===== config.mk =====
export PLATFORM = sky130hd
export DESIGN_NAME = imm_gen_stage
export DESIGN_NICKNAME = d
export VERILOG_FILES = /design/src/rtl/imm_pkg.sv /design/src/rtl/imm_decode.sv /design/src/rtl/imm_gen_stage.sv
export SDC_FILE = /design/constraint.sdc
export NUM_CORES = 1
export LEC_CHECK = 0
export CORE_ASPECT_RATIO = 0.5
export CORE_MARGIN = 2
export CORE_UTILIZATION = 35
export CTS_CLUSTER_DIAMETER = 200
export DETAILED_ROUTE_END_ITERATION = 8
export SYNTH_ARGS = -nofsm -noshare
export SYNTH_HDL_FRONTEND = slang
export SYNTH_SLANG_ARGS = --single-unit

===== constraint.sdc =====
create_clock -name clk -period 2.1 [get_ports clk]
set_input_delay 0.42 -clock clk [delete_from_list [all_inputs] [get_ports clk]]
set_output_delay 0.42 -clock clk [all_outputs]
set_load 0.01 [all_outputs]

===== src/rtl/imm_pkg.sv =====
// imm_pkg: shared format codes, opcodes and buffer entry layout for imm_gen_stage.
`default_nettype none

package imm_pkg;

    typedef enum logic [2:0] {
        FMT_R    = 3'd0,
        FMT_I    = 3'd1,
        FMT_S    = 3'd2,
        FMT_B    = 3'd3,
        FMT_U    = 3'd4,
        FMT_J    = 3'd5,
        FMT_NONE = 3'd7
    } fmt_t;

    localparam logic [6:0] OP_LOAD   = 7'b0000011;
    localparam logic [6:0] OP_IMM    = 7'b0010011;
    localparam logic [6:0] OP_JALR   = 7'b1100111;
    localparam logic [6:0] OP_FENCE  = 7'b0001111;
    localparam logic [6:0] OP_SYSTEM = 7'b1110011;
    localparam logic [6:0] OP_STORE  = 7'b0100011;
    localparam logic [6:0] OP_BRANCH = 7'b1100011;
    localparam logic [6:0] OP_LUI    = 7'b0110111;
    localparam logic [6:0] OP_AUIPC  = 7'b0010111;
    localparam logic [6:0] OP_JAL    = 7'b1101111;
    localparam logic [6:0] OP_REG    = 7'b0110011;
    localparam logic [6:0] OP_IMM_32 = 7'b0011011;
    localparam logic [6:0] OP_REG_32 = 7'b0111011;

    // Entry fields are sized for the widest supported configuration (XLEN and TAG_W up to 64).
    typedef struct packed {
        logic [63:0] imm;
        fmt_t        fmt;
        logic        illegal;
        logic [63:0] tag;
    } entry_t;

    localparam entry_t ENTRY_RESET = '{imm: 64'd0, fmt: FMT_NONE, illegal: 1'b0, tag: 64'd0};

endpackage

`default_nettype wire


===== src/rtl/imm_decode.sv =====
// ---------------------------------------------------------------------------
// imm_decode : combinational RV32I/RV64I format classifier and immediate builder
// Rev 1.0    : initial release
// ---------------------------------------------------------------------------
`default_nettype none

module imm_decode
    import imm_pkg::*;
#(
    parameter int XLEN = 32
) (
    input  logic [31:0]     inst,
    output logic [XLEN-1:0] imm,
    output fmt_t            fmt,
    output logic            illegal
);

    localparam bit RV64 = (XLEN == 64);

    logic [6:0]        opcode;
    logic [2:0]        funct3;
    logic signed [31:0] imm32;
    logic              is_shift;
    logic [5:0]        shamt;

    always_comb begin
        opcode   = inst[6:0];
        funct3   = inst[14:12];
        fmt      = FMT_NONE;
        is_shift = 1'b0;
        shamt    = {1'b0, inst[24:20]};
        imm32    = '0;

        case (opcode)
            OP_LOAD, OP_JALR, OP_FENCE, OP_SYSTEM: fmt = FMT_I;
            OP_IMM: begin
                fmt      = FMT_I;
                is_shift = (funct3 == 3'b001) || (funct3 == 3'b101);
                if (RV64) shamt = inst[25:20];
            end
            OP_STORE:          fmt = FMT_S;
            OP_BRANCH:         fmt = FMT_B;
            OP_LUI, OP_AUIPC:  fmt = FMT_U;
            OP_JAL:            fmt = FMT_J;
            OP_REG:            fmt = FMT_R;
            OP_IMM_32: begin
                if (RV64) begin
                    fmt      = FMT_I;
                    is_shift = (funct3 == 3'b001) || (funct3 == 3'b101);
                end
            end
            OP_REG_32: begin
                if (RV64) fmt = FMT_R;
            end
            default: fmt = FMT_NONE;
        endcase

        illegal = (fmt == FMT_NONE);

        case (fmt)
            FMT_I: imm32 = {{20{inst[31]}}, inst[31:20]};
            FMT_S: imm32 = {{20{inst[31]}}, inst[31:25], inst[11:7]};
            FMT_B: imm32 = {{19{inst[31]}}, inst[31], inst[7], inst[30:25], inst[11:8], 1'b0};
            FMT_U: imm32 = {inst[31:12], 12'h000};
            FMT_J: imm32 = {{11{inst[31]}}, inst[31], inst[19:12], inst[20], inst[30:21], 1'b0};
            default: imm32 = '0;
        endcase

        // Signed cast widens imm32 by replicating inst[31]; shamt is zero-extended.
        if (is_shift) imm = XLEN'(shamt);
        else          imm = XLEN'(imm32);
    end

endmodule

`default_nettype wire


===== src/rtl/imm_gen_stage.sv =====
// ---------------------------------------------------------------------------
// imm_gen_stage : decode-stage immediate generator behind a 2-entry skid buffer
// Rev 1.0       : initial release
// ---------------------------------------------------------------------------
`default_nettype none

module imm_gen_stage
    import imm_pkg::*;
#(
    parameter int XLEN  = 32,
    parameter int TAG_W = 32
) (
    input  logic             clk,
    input  logic             rst_n,
    input  logic             flush,
    input  logic             in_valid,
    output logic             in_ready,
    input  logic [31:0]      in_inst,
    input  logic [TAG_W-1:0] in_tag,
    output logic             out_valid,
    input  logic             out_ready,
    output logic [XLEN-1:0]  out_imm,
    output logic [2:0]       out_fmt,
    output logic             out_illegal,
    output logic [TAG_W-1:0] out_tag
);

    logic [XLEN-1:0] dec_imm;
    fmt_t            dec_fmt;
    logic            dec_illegal;

    entry_t     mem [2];
    entry_t     new_entry;
    entry_t     head;
    logic       wr_ptr;
    logic       rd_ptr;
    logic [1:0] count;
    logic       push;
    logic       pop;
    logic       unused_bits;

    imm_decode #(.XLEN(XLEN)) u_decode (
        .inst    (in_inst),
        .imm     (dec_imm),
        .fmt     (dec_fmt),
        .illegal (dec_illegal)
    );

    // in_ready depends only on stored count and flush, never on out_ready.
    assign in_ready  = (count < 2'd2) && !flush;
    assign out_valid = (count != 2'd0);
    assign push      = in_valid && in_ready;
    assign pop       = out_valid && out_ready;

    always_comb begin
        new_entry                  = '0;
        new_entry.imm[XLEN-1:0]    = dec_imm;
        new_entry.fmt              = dec_fmt;
        new_entry.illegal          = dec_illegal;
        new_entry.tag[TAG_W-1:0]   = in_tag;
    end

    always_ff @(posedge clk or negedge rst_n) begin
        if (!rst_n) begin
            mem[0] <= ENTRY_RESET;
            mem[1] <= ENTRY_RESET;
            wr_ptr <= 1'b0;
            rd_ptr <= 1'b0;
            count  <= 2'd0;
        end else if (flush) begin
            wr_ptr <= 1'b0;
            rd_ptr <= 1'b0;
            count  <= 2'd0;
        end else begin
            if (push) begin
                mem[wr_ptr] <= new_entry;
                wr_ptr      <= ~wr_ptr;
            end
            if (pop) rd_ptr <= ~rd_ptr;
            case ({push, pop})
                2'b10:   count <= count + 2'd1;
                2'b01:   count <= count - 2'd1;
                default: count <= count;
            endcase
        end
    end

    assign head        = mem[rd_ptr];
    assign out_imm     = head.imm[XLEN-1:0];
    assign out_fmt     = head.fmt;
    assign out_illegal = head.illegal;
    assign out_tag     = head.tag[TAG_W-1:0];
    assign unused_bits = ^{head.imm, head.tag};

endmodule

`default_nettype wire


# Word-level counts from Yosys, hierarchy flattened
# Index checks and enable logic that the tools add are counted.
# totals
reg_bits,268
out_inout_bits,70
elab_cells,72
# classes
add_sub_neg,2
order_cmp,4
eq_ne,21
mux,16
bitwise_logic,5
reduce_logical,13
# op_table
operator,count
100-bit two-way mux,3
264-bit bitwise mux,1
32-bit one-hot mux with 5 select lines,1
132-bit demux with 1-bit select,1
132-bit two-way mux,1
32-bit two-way mux,1
"7-bit == test, second input constant",4
"7-bit by 6-bit == test with 1-bit output, second input constant",3
3-bit one-hot mux with 6 select lines,1
"7-bit by 5-bit == test with 1-bit output, second input constant",2
"3-bit == test, second input constant",4
"7-bit by 2-bit == test with 1-bit output, second input constant",1
"7-bit by 4-bit == test with 1-bit output, second input constant",1
"3-bit by 1-bit == test with 1-bit output, second input constant",2
"3-bit by 2-bit == test with 1-bit output, second input constant",2
2-bit nonzero test,3
1-bit two-way mux,5
5-bit OR reduction,1
"2-bit >= comparator, second input constant",2
1-bit logical AND,4
1-bit inverter with 2-bit output,2
2-bit one-hot mux with 2 select lines,1
1-bit inverter,3
3-bit nonzero test,1
11 further kinds,11

# Logic depth before layout (Yosys ltp)
# logic_depth
ltp_word,7
ltp_mapped,7

# Hierarchy
# Synthesis repeated with hierarchy kept, for this count alone.
# hier_totals
hier_cells,516
hier_area_um2,6891.6
# modules_own_cells
module,instances,cells_each,area_per_inst_um2
imm_gen_stage,1,386,6145.9
imm_decode,1,130,745.7

# Worst setup path before layout
# No wires, ideal clock.
# synth_timing
path_type,register to output
from,register rd_ptr
to,output port out_imm[22]
arrival_time_ps,1447
t_required_ps,1680
slack_ps,233
stages_incl_launch_ff,5
cell_sequence,dfrtp_1 > clkbuf_1 > buf_2 > buf_1 > mux2_2
# synth_via
elab_chain_len,4
# synth_rtl
item,line_no,source
"start, declared",imm_gen_stage.sv:36,logic rd_ptr;
"start signal, assigned",imm_gen_stage.sv:79,if (pop) rd_ptr <= ~rd_ptr;
1-bit inverter with 2-bit output (implied by the code),imm_gen_stage.sv:88,assign head = mem[rd_ptr];
100-bit two-way mux (implied by the code) (3 in a row),imm_gen_stage.sv:88,
"end, declared",imm_gen_stage.sv:22,"output logic [XLEN-1:0] out_imm,"
# Every way passes these cells. The select of a mux whose other input is x is not followed.

# Final worst setup path
# layout_timing
from,register rd_ptr
to,output port out_imm[30]
# The elaborated chain is that of the path after synthesis.

==> impl_metrics.csv <==
group,metric,value,unit
status,status,"finished with violations",
status,violations_in_the_final_reports,"negative setup slack",
sta,setup_viol,15,
pwr,switchingPower,2.20,mW
sta,fin_worst_skew,0.00612,ns
synthesis,multiplexer_area_fraction_after_synthesis,11.6,%
clock_tree,cts_root_buf,"sky130_fd_sc_hd__clkbuf_16",
sta,min_period_over_period,103,%
pwr,p_seq_share,41.5,%
global_routing,grt_pass1_wl,29.7,mm
clock_tree,clock-sinks,140,
pwr,p_sw_share,27.4,%
route,post-route-drc-count,0,
synthesis,mean_syn_cell_area,9.61,um2
setup_path,arrival,1.74,ns
global_routing,number_of_antenna_violations_at_the_first_check_in_global_routing,0,
floorplanning,core.rowCount,35,
floorplanning,x_dimension_of_the_die,198,um
route,m1WireLength,8.77,mm
pwr,power.combinational.fraction,21.6,%
finish,finalNetCount,940,
clock_tree,cts_buffers,17,
synthesis,yosysUniqueCellTypes,48,
pwr,share_of_total_power_in_the_clock_network,36.9,%
route,drtAntennaViolNets,0,
finish,flow.area_growth_from_synthesis,42.9,%
pwr,leakage,4.54,nW
synthesis,synth_largest_type_area_fraction,51.0,%
synthesis,postSynthRegisterBits,140,
synthesis,netlist_top_cells_area,"sky130_fd_sc_hd__dfrtp_1 (51%), sky130_fd_sc_hd__nand2_1 (15%), sky130_fd_sc_hd__mux2_2 (12%)",
synthesis,ys_async_sr_fraction,100,%
synthesis,synth_largest_area_cell,"sky130_fd_sc_hd__dfrtp_1",
route,wl_met3,609,um
clock_tree,clk_pin_slew_worst_paths,0.06,ns
synthesis,ys.warnings.count,0,
synthesis,synthesis.area,6580,um2
setup_path,max_stage_delay,0.51,ns
finish,final_layout_size_suffix_gt1_share,29.8,%
global_routing,grt_total_usage,19.2,%
clock_tree,clock_tree.htree_level_count,4,
global_routing,grt_max_degree,50,
job,timing.max_cap.violations,0,
route,routed-via-count,5523,
floorplanning,io-pin-count,139,
sta,final_hold_viol_count,0,
floorplanning,area_of_the_die,20000,um2
setup_path,critical_path_required_time,1.68,ns
global_routing,grt_overflow_total,0,
floorplanning,die_span_y,101,um
place,detailedPlacementHpwl,12.7,mm
route,wl_per_cell,16.4,um
route,dr.first_iter.drc_count,283,
setup_path,worstPathCellList,"buf_6 > buf_12 > buf_6 > mux2_4 > buf_6",
clock_tree,clk-insertion-delay-late,0.40,ns
synthesis,synthXorXnorAreaFrac,0.399,%
synthesis,syn-instance-count,685,
sta,fin_crit,2.16,ns
synthesis,synth_enable_flop_cells,0,
pwr,power_density,854,nW/um2
synthesis,post_synth_fa_ha_maj_area_fraction,0.171,%
place,port_buffers,138,
sta,timing.final.ws_setup,-0.0592,ns
pwr,p_int,5.83,mW
synthesis,yosys.cell_count.top_type,"sky130_fd_sc_hd__nand2_1",
synthesis,synth-simple-area-share,19.4,%
route,drtPass1Iterations,4,
synthesis,synth_sequential_area_ratio,53.4,%
setup_path,critical_path.most_common_cell,"sky130_fd_sc_hd__buf_6",
place,gp_congestion,0.816,
synthesis,synth_flop_cell,"sky130_fd_sc_hd__dfrtp_1",
route,final_routed_wirelength,18.4,mm
hold_path,worstHoldPathType,"flip-flop to flip-flop",
clock_tree,max-clock-path-buffers,2,
route,top_signal_layer_used,"met4",
place,placed_cell_area,8630,um2
sta,max-slew-margin-rel,68.3,%
synthesis,synth.cells.most_frequent,"sky130_fd_sc_hd__nand2_1 (264), sky130_fd_sc_hd__dfrtp_1 (134), sky130_fd_sc_hd__mux2_2 (68), sky130_fd_sc_hd__o21ai_0 (26), sky130_fd_sc_hd__clkbuf_1 (21)",
sta,final.hold.worst_slack,0.468,ns
route,vias_per_cell,4.91,
setup_path,critical_path.endpoint_type,"primary output",
sta,worst-slew-pin-transition,0.476,ns
synthesis,compound_cell_area_share_of_the_yosys_netlist,11.8,%
floorplanning,start_util,35.8,%
setup_path,critPathKind,"flip-flop to primary output",
route,met2_length,8.89,mm
global_routing,grt_pass1_vias,5754,
setup_path,crit_fanout,5,
setup_path,cp_slowest_cell,"sky130_fd_sc_hd__dfrtp_4",
sta,finalMaxSlewViolations,0,
setup_path,crit_path_start_kind,"flip-flop",
floorplanning,placeableCoreArea,18400,um2
pwr,power.ir.vdd_worst,577,uV
clock_tree,tritoncts_clock_tree,"done",
finish,final_design_area_no_fill,9400,um2
sta,rsz0062_at_grt,"yes",
synthesis,synth_nets,754,
finish,antenna-diode-count,0,
synthesis,dominant_combinational_cell_family_by_area_after_synthesis,"simple AND/OR/NAND/NOR gates",
sta,fmax,463,MHz
-- state kept, by name (all words and copies together) (netlist names) --
signal / count
rd_ptr: 1
mem: 136
count: 2
wr_ptr: 1
-- critical path, delay by kind of cell (launching register included) --
kind | cells | cell delay, ns
buffers and inverters | 4 | 0.51
flip-flops | 1 | 0.51
multiplexers | 1 | 0.30
-- final timing paths --
path,start,endpoint,slack [ns],cells past startpoint
setup / recovery,rd_ptr$_DFFE_PN0P_,out_imm[30],-0.06,5
hold / removal,mem[5]$_DFFE_PN0P_,mem[5]$_DFFE_PN0P_,0.47,2
setup reg to reg,count[1]$_DFFE_PN0P_,mem[81]$_DFFE_PN0P_,0.46,5
hold reg to reg,mem[5]$_DFFE_PN0P_,mem[5]$_DFFE_PN0P_,0.47,2
max in group asynchronous,rst_n,mem[225]$_DFFE_PN0P_,0.92,3
min in group asynchronous,rst_n,mem[81]$_DFFE_PN0P_,0.51,2
-- placed cells by master, fill, tap and decap left out, types with 3 or more instances in the layout --
cell type	n
sky130_fd_sc_hd__a21oi_1	18
sky130_fd_sc_hd__a21oi_2	3
sky130_fd_sc_hd__a22o_1	13
sky130_fd_sc_hd__a22oi_1	20
sky130_fd_sc_hd__a31oi_1	4
sky130_fd_sc_hd__and3_1	3
sky130_fd_sc_hd__buf_12	13
sky130_fd_sc_hd__buf_2	19
sky130_fd_sc_hd__buf_4	50
sky130_fd_sc_hd__buf_6	47
sky130_fd_sc_hd__buf_8	3
sky130_fd_sc_hd__clkbuf_16	17
sky130_fd_sc_hd__clkbuf_2	6
sky130_fd_sc_hd__clkdlybuf4s50_1	67
sky130_fd_sc_hd__clkinv_4	4
sky130_fd_sc_hd__clkinvlp_4	3
sky130_fd_sc_hd__dfrtp_1	133
sky130_fd_sc_hd__dfstp_2	6
sky130_fd_sc_hd__mux2_2	55
sky130_fd_sc_hd__mux2_4	13
sky130_fd_sc_hd__nand2_1	264
sky130_fd_sc_hd__nand2b_1	7
sky130_fd_sc_hd__nor2_1	14
sky130_fd_sc_hd__nor2b_1	4
sky130_fd_sc_hd__o21ai_0	26
sky130_fd_sc_hd__o21ai_1	18
sky130_fd_sc_hd__o21ai_2	3
-- layer usage --
metal  vias up  track usage, %
li1       2672               -
met1      2745            26.2
met2        95            32.0
met3        11            3.08
met4         0            4.86
met5         -               0
-- cell type report --
cell class	instances	area [um2]
Inverter	3	11.3
Timing Repair Buffer	210	2060
Clock buffer	20	447
Sequential cell	140	3510
Multi-Input combinational cell	499	2930
Clock inverter	12	140
Tap cell	240	300
Fill cell	1692	8990
-- power groups by stage --
stage	clock, mW	sequential, mW	combinational [mW]
after detailed placement	0	3.38	1.70
after global placement	0	3.35	1.68
after floorplan	0	3.31	0.861
after CTS	3.02	3.34	1.81
after global routing	3.18	3.38	1.92
final	2.96	3.33	1.74
-- metrics by stage --
stage               total power [mW]  instances  setup TNS, ns  utilization [%]  worst slack [ns]
finish                          8.03       1124         -0.584             51.1           -0.0592
global route                    8.48       1124          -1.54             51.1            -0.102
floorplan                       4.17        685              0                -             0.233
CTS                             8.17       1128          -4.90             51.7            -0.255
global placement                5.03       1076         -10.90             46.9            -0.244
detailed placement              5.08       1076         -12.01             46.9            -0.256
-- logic make-up after synthesis --
group                      after synthesis
AOI/OAI and AO/OA                      117
xor gates and xnor gates                 3
adders and majority gates                1
buffers and inverters                   46
DFF                                    140
muxes                                   68
and+or+nand+nor                        310
-- what timing repair did --
action / 4_1_cts / 5_1_grt
pin swaps: 0 / 0
resized for setup: 300 / 48
setup buffers: 17 / 3
setup endpoints to repair: 69 / 64
hold buffers: 1 / 0
cloned: 2 / 0
endpoints found under the hold margin: 39 / 0
(Power assumes the default switching activity.)
